File: config.mk
export PLATFORM = sky130hd
export DESIGN_NAME = serial_adder
export DESIGN_NICKNAME = d
export VERILOG_FILES = /design/src/rtl/serial_adder_pkg.sv /design/src/rtl/full_adder_cell.sv /design/src/rtl/half_adder.sv /design/src/rtl/serial_adder.sv
export SDC_FILE = /design/constraint.sdc
export NUM_CORES = 1
export LEC_CHECK = 0
export ABC_AREA = 0
export BUFFER_PORTS_ARGS = -buffer_cell sky130_fd_sc_hd__buf_4
export CORE_ASPECT_RATIO = 0.9
export CORE_MARGIN = 2
export CORE_UTILIZATION = 25
export CTS_CLUSTER_DIAMETER = 40
export DETAILED_ROUTE_END_ITERATION = 6
export PLACE_DENSITY_LB_ADDON = 0.25
export SLEW_MARGIN = 20
export SYNTH_ARGS = -nofsm -noshare
export SYNTH_HDL_FRONTEND = slang
export SYNTH_HIERARCHICAL = 1
export SYNTH_SLANG_ARGS = --single-unit
File: constraint.sdc
create_clock -name clk -period 3.4 [get_ports clk]
set_clock_uncertainty 0.2 [all_clocks]
set_input_delay 0 -clock clk [delete_from_list [all_inputs] [get_ports clk]]
set_output_delay 0 -clock clk [all_outputs]
set_load 0.01 [all_outputs]
File: src/rtl/serial_adder_pkg.sv
// serial_adder_pkg
//   Shared types and constants for the bit-serial adder.
//   state_t       : controller states (IDLE, RUN, DONE)
//   WIDTH_DEFAULT : default operand width
package serial_adder_pkg;

   localparam int WIDTH_DEFAULT = 8;

   typedef enum logic [1:0] {
      IDLE = 2'd0,
      RUN  = 2'd1,
      DONE = 2'd2
   } state_t;

endpackage

File: src/rtl/full_adder_cell.sv
// full_adder_cell
//   Combinational full adder built from two half adders.
//   a, b, cin : operand bits and carry in
//   sum, cout : sum bit and carry out
module full_adder_cell (
   input  logic a,
   input  logic b,
   input  logic cin,
   output logic sum,
   output logic cout
);

   logic s0;
   logic c0;
   logic c1;

   half_adder u_ha0 (
      .a    (a),
      .b    (b),
      .sum  (s0),
      .cout (c0)
   );

   half_adder u_ha1 (
      .a    (s0),
      .b    (cin),
      .sum  (sum),
      .cout (c1)
   );

   // Both half-adder carries can never be high together, so OR is exact.
   assign cout = c0 | c1;

endmodule

File: src/rtl/half_adder.sv
// half_adder
//   Single-bit half adder.
//   a, b  : operand bits
//   sum   : a xor b
//   cout  : a and b
module half_adder (
   input  logic a,
   input  logic b,
   output logic sum,
   output logic cout
);

   assign sum  = a ^ b;
   assign cout = a & b;

endmodule

File: src/rtl/serial_adder.sv
// serial_adder
//   Bit-serial WIDTH-bit adder: operands are captured on an accepted start and
//   added LSB-first, one bit per clock, through a single full_adder_cell.
//   Optional feature macro: SERIAL_ADDER_SUB_EN (adds the sub port; sub=1
//   computes a - b, carry=1 meaning no borrow).
//   Ports:
//     clk, rst_n : clock, asynchronous active-low reset
//     start      : request, honoured only in IDLE or DONE
//     a, b       : operands, captured on accepted start
//     sub        : subtract request (SERIAL_ADDER_SUB_EN only)
//     busy       : high while the operation is running
//     done       : one-cycle result-valid pulse
//     sum, carry : result and final carry-out, held until the next start
module serial_adder
   import serial_adder_pkg::*;
#(
   parameter int WIDTH = WIDTH_DEFAULT
) (
   input  logic             clk,
   input  logic             rst_n,
   input  logic             start,
   input  logic [WIDTH-1:0] a,
   input  logic [WIDTH-1:0] b,
`ifdef SERIAL_ADDER_SUB_EN
   input  logic             sub,
`endif
   output logic             busy,
   output logic             done,
   output logic [WIDTH-1:0] sum,
   output logic             carry
);

   localparam int CNT_W = $clog2(WIDTH + 1);
   localparam logic [CNT_W-1:0] LAST_BIT = CNT_W'(WIDTH - 1);

   state_t           state;
   logic [WIDTH-1:0] a_sh;
   logic [WIDTH-1:0] b_sh;
   logic             carry_r;
   logic [CNT_W-1:0] cnt;

   logic [WIDTH-1:0] b_load;
   logic             cin_load;
   logic             fa_s;
   logic             fa_c;

`ifdef SERIAL_ADDER_SUB_EN
   // Two's-complement subtract: add ~b with an initial carry of 1.
   assign b_load   = sub ? ~b : b;
   assign cin_load = sub;
`else
   assign b_load   = b;
   assign cin_load = 1'b0;
`endif

   full_adder_cell u_fa (
      .a    (a_sh[0]),
      .b    (b_sh[0]),
      .cin  (carry_r),
      .sum  (fa_s),
      .cout (fa_c)
   );

   always_ff @(posedge clk or negedge rst_n) begin
      if (!rst_n) begin
         state   <= IDLE;
         a_sh    <= '0;
         b_sh    <= '0;
         sum     <= '0;
         cnt     <= '0;
         carry_r <= 1'b0;
         carry   <= 1'b0;
      end else begin
         case (state)
            IDLE, DONE: begin
               if (start) begin
                  a_sh    <= a;
                  b_sh    <= b_load;
                  carry_r <= cin_load;
                  cnt     <= '0;
                  state   <= RUN;
               end else begin
                  state   <= IDLE;
               end
            end
            RUN: begin
               sum     <= {fa_s, sum[WIDTH-1:1]};
               a_sh    <= {1'b0, a_sh[WIDTH-1:1]};
               b_sh    <= {1'b0, b_sh[WIDTH-1:1]};
               carry_r <= fa_c;
               cnt     <= cnt + 1'b1;
               if (cnt == LAST_BIT) begin
                  carry <= fa_c;
                  state <= DONE;
               end
            end
            default: state <= IDLE;
         endcase
      end
   end

   assign busy = (state == RUN);
   assign done = (state == DONE);

endmodule
==> reports/metrics.cfg <==
[grt]
grt_overflow = 0
antenna_found_initial = 0
grt_pass1_wl_mm = 4.34
grtUsageTotal_pct = 8.74
grt_max_degree = 33
grt_pass1_vias = 980

[synth]
synth.avg_cell_area_sq_um = 14.0
syn-cell-area_sq_um = 1400
synthCells = 100
ys_ff_latch = 32
synth_edf_count = 0
synthTopCellsByArea = dfrtp_1 (57%), a22o_1 (12%), a21o_1 (7.5%)
synth_top_area_share_pct = 57.2
yosysSeqAreaShare_pct = 57.2
netlist_top_cells_count = dfrtp_1 (32), a22o_1 (19), a21o_1 (14)
yosysMostFrequentCell = dfrtp_1
synth_cell_types = 19
async_flop_share_pct = 100
synth.net_count = 122
ys.flop_type = dfrtp_1
yosys_warnings = 6
synth_top_area_cell = dfrtp_1

[setup_path]
crit_fanout = 17
cp-end-kind = register
worstSetupEndpoint = sum[1]
r2r_start = state[0]
slowest_stage = nor2b_2
crit_arrival_ns = 1.95
critPathLaunchType = register
crit_required_ns = 3.35
r2r_end = sum[1]
cp_cell_sequence = nor2b_2 > buf_4 > mux2_1
max_stage_delay_ns = 0.60
startpoint = state[0]
reg2reg_slack_ns = 1.40
rr_worst_depth = 3
worstSetupPathType = register to register

[sta]
drv_slew = 0
timing.final.crit_share_pct = 58.7
min_period_ns = 2.00
setup_violations = 0
finalSetupTns_ns = 0
fin_hold_ws_ns = 0.0224
slew_headroom_pct = 53.7
hold_violations = 0
tightestPinTransition_ns = 0.691
fmax_mhz = 501
rsz0062_at_grt = false

[route]
detail-route-antenna-nets = 0
wl_mm = 2.61
drc_errors = 0
routedWlPerCell_um = 12.0
drtIter0Drc = 35
vias_per_cell = 4.50
num_vias = 976
drt_pass1_iterations = 4

[placed_design]
dp_hpwl_mm = 1.79
io_buffer_count = 29
globalplace.congestion = 0.695

[die]
pin_count = 30
initial_core_util_pct = 26.3
placementRows = 25
die_height_um = 75.0
dieArea_sq_um = 6220
core_sq_um = 5320
dieWidth_um = 82.9

[finish]
drive_gt1_share_pct = 27.3
n_antenna_cell = 0
finish.utilization_pct = 36.1
layout.nets = 171
synthToLayoutAreaGrowth_pct = 37.3

[run]
cap_violations = 0

[pwr]
power_mw = 1.63
leakage_nw = 0.976
power.density_nw_per_um2 = 850
ir_drop_mv = 0.307

[outcome]
status = finished, final reports clean

[clock_tree]
h-tree-depth = 2
cts_root_buffer = clkbuf_8
clock_sinks = 32
worstSkewPairLatency_ns = 0.27
numCtsBuffers = 5
cts_buffer_depth = 2
post_cts_resized = 0
clk_pin_slew_ns = 0.06
postCtsSetupRepairBufs = 0
cts_tree = built

[worst_hold_path]
hp-class = primary input to asynchronous set/reset pin

-- flip-flops by register name, summed over array words and instances (netlist names) --
register / cells
carry: 1
state: 2
b_sh: 8
sum: 8
carry_r: 1
cnt: 4
a_sh: 8
-- how the worst min path moves through the flow --
| stage | endpoint | slack, ns | depth (start not counted) |
|---|---|---|---|
| global placement | sum[1] | -0.24 | 1 |
| floorplan | a_sh[0] | -0.50 | 0 |
| detailed placement | sum[1] | -0.24 | 1 |
| global route | sum[1] | 0.03 | 2 |
| CTS | sum[5] | 0.02 | 2 |
| finish | cnt[2] | 0.02 | 2 |
-- placed cells by master (no fill, tap or decap), drive strengths merged --
master	instances
ha	3
nor2	1
nand2b	1
nor3b	1
mux2	10
a22o	19
nand2	3
dlygate4sd3	18
or2	1
mux2i	2
clkbuf	8
o21ai	1
a21o	14
nand4	1
dfrtp	32
buf	31
nor2b	4
-- cells by family after synthesis --
kind of cell	after synthesis	share of synthesized area, %
AOI/OAI and AO/OA	34	19.7
adders and majority gates	3	2.68
and+or+nand+nor	12	6.26
buffers and inverters	7	4.65
muxes	12	9.47
DFF	32	57.2
-- worst max-delay path: cells and delay by family (launching register included) --
| family | cells | cell delay, ns |
|---|---|---|
| flip-flops | 1 | 0.37 |
| multiplexers | 1 | 0.34 |
| AND/OR/NAND/NOR | 1 | 0.60 |
| buffers and inverters | 1 | 0.36 |
-- area by class of cell --
type	count	area [sq um]
fillers	544	3400
clock buffers	8	90.1
flip-flops and latches	32	801
multi-input cells	61	534
well taps	67	83.8
repair buffers	49	413
-- metrics by stage --
| stage | instance area, sq um | setup WS [ns] | std cells |
|---|---|---|---|
| 6_report | 1920 | 1.40 | 217 |
| 3_3_place_gp | 1650 | 1.45 | 191 |
| 3_5_place_dp | 1650 | 1.39 | 191 |
| 2_1_floorplan | 1400 | 1.75 | 100 |
| 4_1_cts | 1920 | 1.38 | 217 |
| 5_1_grt | 1920 | 1.28 | 217 |
-- metal layers --
layer | vias to the layer above | share of wire (%) | GRT usage [%]
li1 | 469 | - | -
met1 | 485 | 45 | 10.4
met2 | 20 | 49 | 14.8
met3 | 2 | 4.8 | 3.29
met4 | 0 | 0.61 | 3.28
met5 | - | 0 | 0
-- where the power goes --
group	internal, mW	switching [mW]	total [mW]
sequential	0.561	0.113	0.673
clock	0.165	0.124	0.289
combinational	0.378	0.294	0.672
-- timing repair --
action / in CTS / in global routing
setup endpoints to repair: 0 / 0
hold buffers: 18 / 0
hold endpoints to repair: 50 / 0
Note: power is estimated with default switching activity, not from simulation.
